**config.mk**
```make
export PLATFORM = sky130hd
export DESIGN_NAME = cpu_prefetch_queue
export DESIGN_NICKNAME = d
export VERILOG_FILES = /design/src/rtl/cpu_prefetch_queue.sv
export SDC_FILE = /design/constraint.sdc
export NUM_CORES = 1
export LEC_CHECK = 0
export ABC_AREA = 1
export BUFFER_PORTS_ARGS = -buffer_cell sky130_fd_sc_hd__buf_2
export CORE_UTILIZATION = 42
export CTS_BUF_LIST = sky130_fd_sc_hd__clkbuf_4 sky130_fd_sc_hd__clkbuf_8
export DETAILED_ROUTE_END_ITERATION = 12
export GPL_ROUTABILITY_DRIVEN = 1
export PLACE_DENSITY = 0.65
export SKIP_LAST_GASP = 1
export SYNTH_ARGS = -nofsm -noshare
export SYNTH_HDL_FRONTEND = slang
export SYNTH_SLANG_ARGS = --single-unit
```
**constraint.sdc**
```tcl
create_clock -name i_clock -period 4.5 [get_ports i_clock]
set_input_delay 0 -clock i_clock [delete_from_list [all_inputs] [get_ports i_clock]]
set_output_delay 0 -clock i_clock [all_outputs]
set_load 0.01 [all_outputs]
```
**src/rtl/cpu_prefetch_queue.sv**
```systemverilog
`default_nettype none
// ============================================================================
// Module   : cpu_prefetch_queue
// Purpose  : Instruction prefetch queue between the CPU fetch stage and the
//            instruction bus. Keeps up to DEPTH sequential words ahead of the
//            CPU, serves sequential fetches in one cycle and restarts fetching
//            on a non-sequential fetch or an explicit flush.
// Ports    : i_clock, i_reset (async, active-low)
//            CPU : i_request, i_address, o_ready, o_rdata, i_flush, o_level
//            Bus : o_bus_request, o_bus_address, i_bus_ready, i_bus_rdata
// Revision : 1.0 - initial release
// ============================================================================
module cpu_prefetch_queue #(
  parameter int DEPTH      = 4,
  parameter int ADDR_WIDTH = 32,
  parameter int DATA_WIDTH = 32,
  parameter int STRIDE     = 4
) (
  input  logic                      i_clock,
  input  logic                      i_reset,
  input  logic                      i_request,
  output logic                      o_ready,
  input  logic [ADDR_WIDTH-1:0]     i_address,
  output logic [DATA_WIDTH-1:0]     o_rdata,
  input  logic                      i_flush,
  output logic [$clog2(DEPTH):0]    o_level,
  output logic                      o_bus_request,
  input  logic                      i_bus_ready,
  output logic [ADDR_WIDTH-1:0]     o_bus_address,
  input  logic [DATA_WIDTH-1:0]     i_bus_rdata
);

  localparam int                    c_ptr_w   = $clog2(DEPTH);
  localparam int                    c_lvl_w   = c_ptr_w + 1;
  localparam logic [ADDR_WIDTH-1:0] c_stride  = ADDR_WIDTH'(STRIDE);
  localparam logic [c_lvl_w-1:0]    c_depth   = c_lvl_w'(DEPTH);
  localparam logic [c_lvl_w-1:0]    c_lvl_one = c_lvl_w'(1);
  localparam logic [c_ptr_w-1:0]    c_ptr_one = c_ptr_w'(1);

  // Queue storage and bookkeeping
  logic [DATA_WIDTH-1:0] mem_q [DEPTH];
  logic [c_ptr_w-1:0]    rd_ptr_q, rd_ptr_d;
  logic [c_ptr_w-1:0]    wr_ptr_q, wr_ptr_d;
  logic [c_lvl_w-1:0]    count_q, count_d;

  // Address tracking
  logic [ADDR_WIDTH-1:0] head_addr_q, head_addr_d;
  logic [ADDR_WIDTH-1:0] fetch_addr_q, fetch_addr_d;
  logic [ADDR_WIDTH-1:0] miss_addr_q, miss_addr_d;

  // Control flags
  logic                  pending_miss_q, pending_miss_d;
  logic                  discard_q, discard_d;
  logic                  prefetch_en_q, prefetch_en_d;

  // Registered outputs
  logic                  bus_req_q, bus_req_d;
  logic [ADDR_WIDTH-1:0] bus_addr_q, bus_addr_d;
  logic                  ready_q, ready_d;
  logic [DATA_WIDTH-1:0] rdata_q, rdata_d;

  // Decoded events for this edge
  logic w_bus_done;
  logic w_req_ok;
  logic w_hit;
  logic w_bypass;
  logic w_miss;
  logic w_clear;
  logic w_push;
  logic w_pop;

  always_comb begin
    count_d        = count_q;
    rd_ptr_d       = rd_ptr_q;
    wr_ptr_d       = wr_ptr_q;
    head_addr_d    = head_addr_q;
    fetch_addr_d   = fetch_addr_q;
    miss_addr_d    = miss_addr_q;
    pending_miss_d = pending_miss_q;
    discard_d      = discard_q;
    prefetch_en_d  = prefetch_en_q;
    bus_req_d      = bus_req_q;
    bus_addr_d     = bus_addr_q;
    ready_d        = 1'b0;
    rdata_d        = rdata_q;
    w_clear        = 1'b0;
    w_push         = 1'b0;
    w_pop          = 1'b0;

    w_bus_done = bus_req_q & i_bus_ready;
    // A waiting miss keeps i_request high; it must not be re-decoded.
    w_req_ok   = i_request & ~ready_q & ~pending_miss_q;
    // Flush wins over a same-edge request, which then always decodes as a miss.
    w_hit      = w_req_ok & ~i_flush & (count_q != '0) & (i_address == head_addr_q);
    w_bypass   = w_req_ok & ~i_flush & (count_q == '0) & bus_req_q & ~discard_q &
                 (bus_addr_q == i_address);
    w_miss     = w_req_ok & ~w_hit & ~w_bypass;

    if (i_flush || w_miss) begin
      w_clear       = 1'b1;
      prefetch_en_d = 1'b0;
      // A read completing on this very edge is simply dropped below, so only
      // a read that stays outstanding needs the stale marker.
      if (bus_req_q && !w_bus_done) begin
        discard_d = 1'b1;
      end
    end

    if (w_miss) begin
      pending_miss_d = 1'b1;
      miss_addr_d    = i_address;
    end

    if (w_bus_done) begin
      bus_req_d = 1'b0;
      if (discard_q) begin
        discard_d = 1'b0;
      end else if (pending_miss_q) begin
        // A flush racing the miss word drops it; the miss is re-issued.
        if (!i_flush) begin
          ready_d        = 1'b1;
          rdata_d        = i_bus_rdata;
          pending_miss_d = 1'b0;
          prefetch_en_d  = 1'b1;
          head_addr_d    = miss_addr_q + c_stride;
          fetch_addr_d   = miss_addr_q + c_stride;
          w_clear        = 1'b1;
        end
      end else if (w_bypass) begin
        // Word goes straight to the CPU; the next queued word is fetch_addr.
        ready_d     = 1'b1;
        rdata_d     = i_bus_rdata;
        head_addr_d = fetch_addr_q;
      end else if (!w_clear) begin
        w_push = 1'b1;
      end
    end

    if (w_hit) begin
      w_pop       = 1'b1;
      ready_d     = 1'b1;
      rdata_d     = mem_q[rd_ptr_q];
      head_addr_d = head_addr_q + c_stride;
    end

    if (w_clear) begin
      count_d  = '0;
      rd_ptr_d = '0;
      wr_ptr_d = '0;
    end else begin
      if (w_push) begin
        wr_ptr_d = wr_ptr_q + c_ptr_one;
      end
      if (w_pop) begin
        rd_ptr_d = rd_ptr_q + c_ptr_one;
      end
      if (w_push && !w_pop) begin
        count_d = count_q + c_lvl_one;
      end else if (w_pop && !w_push) begin
        count_d = count_q - c_lvl_one;
      end
    end

    // Issue only from a fully idle bus so the request drops for at least one
    // cycle after every completion. With the bus idle nothing is in flight,
    // so count_d alone bounds the space reserved in the queue.
    if (!bus_req_q) begin
      if (pending_miss_d) begin
        bus_req_d  = 1'b1;
        bus_addr_d = miss_addr_d;
      end else if (prefetch_en_d && (count_d < c_depth)) begin
        bus_req_d    = 1'b1;
        bus_addr_d   = fetch_addr_d;
        fetch_addr_d = fetch_addr_d + c_stride;
      end
    end
  end

  always_ff @(posedge i_clock or negedge i_reset) begin
    if (!i_reset) begin
      count_q        <= '0;
      rd_ptr_q       <= '0;
      wr_ptr_q       <= '0;
      head_addr_q    <= '0;
      fetch_addr_q   <= '0;
      miss_addr_q    <= '0;
      pending_miss_q <= 1'b0;
      discard_q      <= 1'b0;
      prefetch_en_q  <= 1'b0;
      bus_req_q      <= 1'b0;
      bus_addr_q     <= '0;
      ready_q        <= 1'b0;
      rdata_q        <= '0;
    end else begin
      count_q        <= count_d;
      rd_ptr_q       <= rd_ptr_d;
      wr_ptr_q       <= wr_ptr_d;
      head_addr_q    <= head_addr_d;
      fetch_addr_q   <= fetch_addr_d;
      miss_addr_q    <= miss_addr_d;
      pending_miss_q <= pending_miss_d;
      discard_q      <= discard_d;
      prefetch_en_q  <= prefetch_en_d;
      bus_req_q      <= bus_req_d;
      bus_addr_q     <= bus_addr_d;
      ready_q        <= ready_d;
      rdata_q        <= rdata_d;
    end
  end

  // Storage needs no reset: count_q alone decides which entries are valid.
  always_ff @(posedge i_clock) begin
    if (w_push) begin
      mem_q[wr_ptr_q] <= i_bus_rdata;
    end
  end

  assign o_ready       = ready_q;
  assign o_rdata       = rdata_q;
  assign o_level       = count_q;
  assign o_bus_request = bus_req_q;
  assign o_bus_address = bus_addr_q;

endmodule
`default_nettype wire

```
==> results of run 1 <==
## state kept, by name, summed over array words and instances, names as in the netlist, 2 cells and up
signal / count
miss_addr_q: 32
o_bus_address: 32
o_level: 3
mem_q: 128
wr_ptr_q: 2
fetch_addr_q: 32
o_rdata: 32
rd_ptr_q: 2
head_addr_q: 32
## stage by stage
step / worst slack [ns] / utilization / instances / cell area, µm² / hold WS (ns)
global route: 0.2592 / 0.5043 / 2821 / 19580 / 0.1064
floorplan: 1.051 / - / 2059 / 16610 / -0.2956
detailed placement: 0.7057 / 0.4563 / 2653 / 17720 / 0.09591
CTS: 0.6703 / 0.5043 / 2821 / 19580 / 0.05431
finish: 0.5652 / 0.5043 / 2821 / 19580 / 0.1093
global placement: 0.7549 / 0.4563 / 2653 / 17720 / 0.09742
## cell families (layout without fill, tap and decap cells)
| group | after synthesis | count (layout) | share of synthesized area |
|---|---|---|---|
| compound gates | 369 | 369 | 0.1257 |
| xor+xnor | 65 | 65 | 0.03428 |
| fa+ha+maj | 10 | 10 | 0.007535 |
| buf+inv | 281 | 525 | 0.07015 |
| flops | 300 | 300 | 0.4907 |
| mux | 5 | 5 | 0.003089 |
| simple gates | 1029 | 1029 | 0.2686 |
## worst max path at each step
stage                             end  cells past startpoint
finish              o_bus_address[29]                     19
global placement      head_addr_q[25]                     17
floorplan                 mem_q[0][0]                     12
detailed placement  o_bus_address[29]                     19
CTS                 o_bus_address[28]                     19
global route        o_bus_address[26]                     19
## placed cells by master (no fill, tap or decap), drive strengths merged
cell type    count
dfrtp          172
a211oi           1
a21boi           5
xnor2           26
nand3           88
bufinv           1
a22oi            3
nand4           44
mux2i            4
nand2          575
o21ai          218
edfxtp         128
o221ai           2
a31oi           43
nor3            25
mux2             1
buf            157
and3             3
xor2            39
inv            196
clkinv          15
nor4             7
ha              10
nand3b           2
a32oi            1
clkbuf          87
o2111ai          1
o31ai            2
o21a             1
or2             11
o22ai           32
dlygate4sd3     69
and2             6
nor2           268
a21oi           42
o211ai          17
a21o             1
## layout make-up
type,instances,area (µm²),area share
flip-flops and latches,300,8149,0.4162
multi-input cells,1478,7311,0.3734
well taps,518,648.1,0.03310
repair buffers,227,1568,0.08006
inverters,200,752.0,0.03840
clock inverters,12,113.9,0.005815
clock buffers,86,1040,0.05310
## critical path, cell delays in order, from the launching register on
cell and delay (ns):
sky130_fd_sc_hd__dfrtp_1 0.41, sky130_fd_sc_hd__inv_1 0.09, sky130_fd_sc_hd__ha_1 0.15, sky130_fd_sc_hd__ha_1 0.27, sky130_fd_sc_hd__nand3_1 0.22, sky130_fd_sc_hd__clkinv_1 0.15
sky130_fd_sc_hd__nand2_1 0.06, sky130_fd_sc_hd__nor2_1 0.08, sky130_fd_sc_hd__nand3_1 0.18, sky130_fd_sc_hd__nor2_1 0.15, sky130_fd_sc_hd__nand2_1 0.15, sky130_fd_sc_hd__nand3_4 0.29
sky130_fd_sc_hd__nand3_4 0.21, sky130_fd_sc_hd__nand2_2 0.16, sky130_fd_sc_hd__nand4_4 0.13, sky130_fd_sc_hd__nand3_4 0.19, sky130_fd_sc_hd__nand2_2 0.09, sky130_fd_sc_hd__nand2_4 0.51
sky130_fd_sc_hd__nand2_1 0.16, sky130_fd_sc_hd__o21ai_2 0.09
## power by group
part           leakage [nW]  internal [mW]  switching (mW)
combinational          4.74           1.51            3.09
sequential             3.21           3.59           0.790
clock                 0.624           1.53            1.22
total                  8.58           6.63            5.10
## metal layers
| metal | vias up | share of wire | GRT usage |
|---|---|---|---|
| met2 | 608 | 0.46 | 0.4396 |
| met3 | 122 | 0.071 | 0.04367 |
| met1 | 7278 | 0.43 | 0.3764 |
| met5 | - | 0 | 0 |
| li1 | 7228 | - | - |
| met4 | 0 | 0.033 | 0.1052 |
## timing repair
item | in CTS | in global routing
hold buffers | 70 | 0
gates resized for setup | 0 | 0
endpoints found under the hold margin | 291 | 0
setup buffers | 0 | 0
==> impl_metrics.py, run 1 <==
metrics = {
    "floorplanning": {
        "fp.dieH_um": 200.8,
        "die-area_mm2": 0.04034,
        "initial_core_util": 0.4277,
        "design.core.area_mm2": 0.03883,
        "io_pins": 138,
        "die_wd_um": 200.8,
        "std_cell_rows": 72,
    },
    "routing": {
        "detail_route.iter0.violations": 1304,
        "routedWlPerCell_um": 19.62,
        "drc": 0,
        "postRouteAntennaNets": 0,
        "drt_first_pass_iters": 5,
        "routed_wl_mm": 55.35,
        "detail_routed_via_count_per_cell": 5.401,
        "route.vias.total": 15240,
    },
    "place": {
        "globalplace.congestion": 0.9784,
        "count_of_port_buffers_added_during_placement": 137,
        "detailed_placement_hpwl_mm": 39.41,
    },
    "synthesis": {
        "asyncSetResetFlopFracSynth": 0.5733,
        "yosys_warning_count": 0,
        "syn_area_mm2": 0.01661,
        "synth_cell_types": 58,
        "ys_seq_elements": 300,
        "post_synth_edffs": 128,
        "post_synth_inst_count": 2059,
        "ys_seq_area_frac": 0.4907,
        "synth_largest_area_cell": "sky130_fd_sc_hd__dfrtp_1",
        "synth_fp_nets": 2138,
        "post-synth-top-count-cell": "sky130_fd_sc_hd__nand2_1",
        "synth_top_cell_area_share": 0.2592,
        "synth.top_cells.by_area": "sky130_fd_sc_hd__dfrtp_1 26%, sky130_fd_sc_hd__edfxtp_1 23%, sky130_fd_sc_hd__nand2_1 13%",
        "yosys-top-cells-count": "560 x sky130_fd_sc_hd__nand2_1, 251 x sky130_fd_sc_hd__nor2_1, 172 x sky130_fd_sc_hd__dfrtp_1, 167 x sky130_fd_sc_hd__inv_1, 166 x sky130_fd_sc_hd__o21ai_0",
        "synth_area_per_cell_um2": 8.065,
        "synth_ff_type": "sky130_fd_sc_hd__dfrtp_1",
    },
    "worst_hold_path": {
        "min_delay_path_depth": 6,
        "whs_endpoint": "miss_addr_q[0]",
        "min_path_type": "input pin to register",
        "hold_start": "i_request",
    },
    "cells_and_area": {
        "filler_cell_count": 3710,
        "fraction_of_final_layout_cells_with_drive_strength_greater_than_1": 0.1563,
        "syn2layout_area_growth_pct": 17.92,
        "diodes": 0,
        "layout.nets": 2339,
    },
    "outcome": {
        "run_status": "complete, no violations",
    },
    "sta": {
        "finalSetupViolCount": 0,
        "post-route-min-period_ns": 3.935,
        "timing_limited_maximum_frequency_mhz": 254.1,
        "worst_max_slew_margin_expressed_relative_to_the_limit": 0.4108,
        "worst_slew_pin_slew_ns": 0.8838,
        "rsz0062_at_grt": "false",
        "min_period_over_period": 0.8744,
        "setup-tns-final_ns": 0,
        "fin_worst_skew_ns": 0.02928,
        "timing.final.hold_violations": 0,
        "maxSlewViolCount": 0,
    },
    "cts": {
        "cts_inserted_buffers": 53,
        "clock_tree.buffer_depth": 3,
        "cts.clk_slew.worst_paths_ns": 0.06,
        "h_tree_level_count": 2,
        "clock_sink_count": 300,
        "clock-root-buffer": "sky130_fd_sc_hd__clkbuf_8",
        "clk-insertion-delay-late_ns": 0.66,
        "tritoncts": "built",
    },
    "global_routing": {
        "grt_start_max_net_pins": 88,
        "grt_first_pass_wirelength_mm": 85.36,
        "first_global_vias": 14550,
        "gr-total-overflow": 0,
        "grt_antenna_before_repair": 0,
        "groute.usage.overall": 0.2754,
    },
    "worst_setup_path": {
        "worstPathMaxFanout": 64,
        "r2r.worst_path.cells": 19,
        "critPathLaunchType": "register",
        "crit-reg2reg-capture": "o_bus_address[29]",
        "criticalPathCategory": "register to register",
        "r2r_setup_slack_ns": 0.57,
        "cp-startpoint": "o_level[0]",
        "timing.critical_path.arrival_ns": 4.49,
        "timing.critical_path.required_ns": 5.05,
        "critical_path.endpoint_type": "register",
        "reg2reg_from": "o_level[0]",
    },
    "power_and_ir_drop": {
        "leakage_nw": 8.575,
        "power_density_mw_per_mm2": 599.3,
        "total_power_mw": 11.74,
        "irDropWorstVdd_mv": 0.5152,
    },
    "job": {
        "drv_cap": 0,
    },
}
Power figures use the tool's default switching activity.
==> run 2: changes to the inputs <==
--- a/config.mk
+++ b/config.mk
@@ -5,13 +5,14 @@
 export SDC_FILE = /design/constraint.sdc
 export NUM_CORES = 1
 export LEC_CHECK = 0
-export ABC_AREA = 1
 export BUFFER_PORTS_ARGS = -buffer_cell sky130_fd_sc_hd__buf_2
+export CAP_MARGIN = 20
 export CORE_UTILIZATION = 42
 export CTS_BUF_LIST = sky130_fd_sc_hd__clkbuf_4 sky130_fd_sc_hd__clkbuf_8
 export DETAILED_ROUTE_END_ITERATION = 12
 export GPL_ROUTABILITY_DRIVEN = 1
-export PLACE_DENSITY = 0.65
+export MAX_ROUTING_LAYER = met4
+export PLACE_DENSITY = 0.66
 export SKIP_LAST_GASP = 1
 export SYNTH_ARGS = -nofsm -noshare
 export SYNTH_HDL_FRONTEND = slang
==> run 2 against run 1 <==
Against the previous run: the flow now finishes with violations (negative hold slack); total power is 4.7% lower; non-clock buffer count rose by 7; design area down 5.5%; combinational power decreased by 8.7%; area after synthesis fell by 6.4%; worst hold slack got worse by 0.12 ns; core utilization increased by 0.25 points; first-iteration DRC count is 25% lower; clock-buffer cell count down 1; largest cell class unchanged.
==> impl_metrics.py, run 2 <==
metrics = {
    "synthesis": {
        "yosys-top-cells-count": "172 x sky130_fd_sc_hd__dfrtp_1, 136 x sky130_fd_sc_hd__nand2_1, 133 x sky130_fd_sc_hd__nor2_1, 128 x sky130_fd_sc_hd__edfxtp_1, 76 x sky130_fd_sc_hd__a21oi_1",
        "post_synth_edffs": 128,
        "synth_ff_type": "sky130_fd_sc_hd__dfrtp_1",
        "yosys_warning_count": 0,
        "synth_cell_types": 82,
        "synth_fp_nets": 1455,
        "synth_top_cell_area_share": 0.2770,
        "ys_seq_area_frac": 0.5243,
        "synth_area_per_cell_um2": 11.29,
        "asyncSetResetFlopFracSynth": 0.5733,
        "post_synth_inst_count": 1376,
        "synth_largest_area_cell": "sky130_fd_sc_hd__dfrtp_1",
        "synth.top_cells.by_area": "sky130_fd_sc_hd__dfrtp_1 28%, sky130_fd_sc_hd__edfxtp_1 25%, sky130_fd_sc_hd__mux4_2 4.6%",
        "ys_seq_elements": 300,
        "post-synth-top-count-cell": "sky130_fd_sc_hd__dfrtp_1",
        "syn_area_mm2": 0.01554,
    },
    "cells_and_area": {
        "largest_register_ffs": 128,
        "layout.cells.most_common_list": "170 x sky130_fd_sc_hd__dfrtp_1, 136 x sky130_fd_sc_hd__nand2_1, 136 x sky130_fd_sc_hd__buf_2, 133 x sky130_fd_sc_hd__nor2_1, 128 x sky130_fd_sc_hd__edfxtp_1",
        "utilization": 0.5068,
        "mostFrequentLayoutCell": "sky130_fd_sc_hd__dfrtp_1",
        "syn2layout_area_growth_pct": 19.11,
        "fraction_of_final_layout_cells_with_drive_strength_greater_than_1": 0.2392,
        "layout.nets": 1660,
        "regMostFlops": "mem_q",
        "diodes": 0,
    },
    "routing": {
        "route.vias.total": 11890,
        "detail_route.iter0.violations": 979,
        "drt_first_pass_iters": 5,
        "drc": 0,
        "routed_wl_mm": 43.74,
        "routedWlPerCell_um": 20.93,
        "postRouteAntennaNets": 0,
        "detail_routed_via_count_per_cell": 5.689,
    },
    "sta": {
        "maxSlewViolCount": 0,
        "setup-tns-final_ns": 0,
        "fin_worst_skew_ns": 0.02543,
        "worst_slew_pin_slew_ns": 1.005,
        "post-route-min-period_ns": 4.263,
        "finalSetupViolCount": 0,
        "worst_max_slew_margin_expressed_relative_to_the_limit": 0.3299,
        "postLayoutSetupSlackWorst_ns": 0.2367,
        "timing_limited_maximum_frequency_mhz": 234.6,
        "timing.final.hold_violations": 2,
        "rsz0062_at_grt": "false",
        "fin_hold_ws_ns": -0.007628,
        "min_period_over_period": 0.9474,
    },
    "cts": {
        "h_tree_level_count": 2,
        "tritoncts": "built",
        "clk-insertion-delay-late_ns": 0.60,
        "clock_tree.buffer_depth": 3,
        "clock_sink_count": 300,
        "cts.clk_slew.worst_paths_ns": 0.06,
        "clock-root-buffer": "sky130_fd_sc_hd__clkbuf_8",
        "post-cts-setup-buffers": 0,
        "cts_resized": 0,
        "cts-hold-fix-buffers": 68,
        "cts_inserted_buffers": 51,
    },
    "worst_setup_path": {
        "critPathTopFamily": "compound AO/OA/AOI/OAI gates",
        "r2r_setup_slack_ns": 0.24,
        "cp_num_cells": 9,
        "cp_buf_inv_count": 1,
        "critPathLaunchType": "register",
        "critical_path.endpoint_type": "register",
        "r2r.worst_path.cells": 9,
        "timing.critical_path.arrival_ns": 4.73,
        "critPathSlowestCell": "sky130_fd_sc_hd__o31ai_1",
        "crit_path_max_incr_delay_ns": 0.78,
        "capture_point_of_the_critical_path": "o_bus_address[4]",
        "crit-reg2reg-capture": "o_bus_address[4]",
        "criticalPathCategory": "register to register",
        "reg2reg_from": "o_bus_address[2]",
        "crit_chain": "xnor2_1 > nand4_1 > or4_1 > o31ai_1 > o21ai_1 > a211oi_2 > nor2_4 > buf_4 > mux2_1",
        "cp-startpoint": "o_bus_address[2]",
        "worstPathMaxFanout": 32,
        "timing.critical_path.required_ns": 4.97,
    },
    "floorplanning": {
        "fp.dieH_um": 194.4,
        "die-area_mm2": 0.03777,
        "initial_core_util": 0.4255,
        "std_cell_rows": 70,
        "design.core.area_mm2": 0.03652,
        "io_pins": 138,
        "die_wd_um": 194.4,
    },
    "global_routing": {
        "gr-total-overflow": 0,
        "grt_start_max_net_pins": 89,
        "layer_with_the_highest_usage_after_global_routing": "met2",
        "grt_first_pass_wirelength_mm": 67.83,
        "grtUsageMet3": 0.04581,
        "use_met2": 0.3633,
        "groute.usage.overall": 0.2406,
        "first_global_vias": 11790,
        "grt_antenna_before_repair": 0,
        "met1_usage": 0.3164,
    },
    "power_and_ir_drop": {
        "irDropWorstVdd_mv": 0.2755,
        "switchingPower_mw": 4.307,
        "clock_power_share": 0.232,
        "cellInternalPower_mw": 6.881,
        "p_comb_frac": 0.375,
        "leakage_nw": 7.147,
        "power.share.switching": 0.3849,
        "power_density_mw_per_mm2": 604.5,
        "pwr-share-seq": 0.393,
        "total_power_mw": 11.19,
    },
    "outcome": {
        "failed_checks": "negative hold slack",
        "run_status": "complete, but fails checks",
    },
    "place": {
        "place_ws_ns": 0.3008,
        "count_of_port_buffers_added_during_placement": 137,
        "globalplace.congestion": 1.028,
        "detailed_placement_hpwl_mm": 29.82,
    },
    "job": {
        "drv_cap": 0,
    },
    "worst_hold_path": {
        "min_path_type": "input pin to async pin",
    },
}
-- run 2: cell types whose count changed in the layout (fill, tap and decap cells not counted), sizes merged, moves of 18 or more --
cell,change
nand2,-438
o21ai,-187
inv,-173
nor2,-133
mux2,+77
nand3,-52
nor4,+37
a21oi,+34
xnor2,+33
mux4,+32
o22ai,-27
xor2,+18
-- run 2: kinds of logic after synthesis --
kind of cell	Yosys count	share of synthesized area
AND/OR/NAND/NOR	487	0.1651
XOR/XNOR	116	0.06538
multiplexers	124	0.1119
adder cells (fa/ha/maj)	10	0.008052
flip-flops	300	0.5243
AO/OA/AOI/OAI	235	0.09678
buffers and inverters	104	0.02842
-- run 2: final cells by class --
| class | count | area [µm²] |
|---|---|---|
| fillers | 3193 | 18010 |
| flip-flops and latches | 300 | 8150 |
| multi-input cells | 972 | 6975 |
| repair buffers | 234 | 1618 |
| clock buffers | 85 | 1045 |
| well taps | 468 | 585.6 |
| inverters | 22 | 87.58 |
| clock inverters | 9 | 47.55 |
-- run 2: how the worst min path moves through the flow --
stage / start / end / slack (ns) / cells past startpoint
3_5_place_dp: i_reset / o_bus_address[26] / 0.11 / 1
5_1_grt: i_reset / miss_addr_q[23] / 0.05 / 2
4_1_cts: i_reset / o_bus_address[26] / 0.02 / 2
6_report: i_reset / miss_addr_q[23] / -0.008 / 2
2_1_floorplan: i_reset / discard_q / -0.30 / 0
3_3_place_gp: i_reset / o_bus_address[26] / 0.1 / 1
-- run 2: worst reg2reg max path, cell delays in order (launching register included) --
cell and delay (ns):
sky130_fd_sc_hd__dfrtp_1 0.41, sky130_fd_sc_hd__xnor2_1 0.46, sky130_fd_sc_hd__nand4_1 0.26, sky130_fd_sc_hd__or4_1 0.59, sky130_fd_sc_hd__o31ai_1 0.78, sky130_fd_sc_hd__o21ai_1 0.45, sky130_fd_sc_hd__a211oi_2 0.45, sky130_fd_sc_hd__nor2_4 0.06
sky130_fd_sc_hd__buf_4 0.28, sky130_fd_sc_hd__mux2_1 0.40
-- run 2: power groups by stage --
stage,Sequential (mW),Clock (mW),Combinational [mW]
6_report,4.40,2.59,4.20
5_1_grt,4.51,2.77,4.58
4_1_cts,4.39,2.65,4.19
3_5_place_dp,4.44,0,4.12
3_3_place_gp,4.39,0,4.06
2_1_floorplan,4.35,0,2.79
-- run 2: metrics by stage --
stage / cell area, µm² / std cells
floorplan: 15540 / 1376
global placement: 16740 / 1928
detailed placement: 16740 / 1928
CTS: 18510 / 2090
global route: 18510 / 2090
finish: 18510 / 2090
-- run 2: per-layer routing --
layer,share of wire,vias to the layer above
met3,0.067,115
met1,0.43,5862
met4,0.044,0
met5,0,-
met2,0.46,418
li1,-,5495
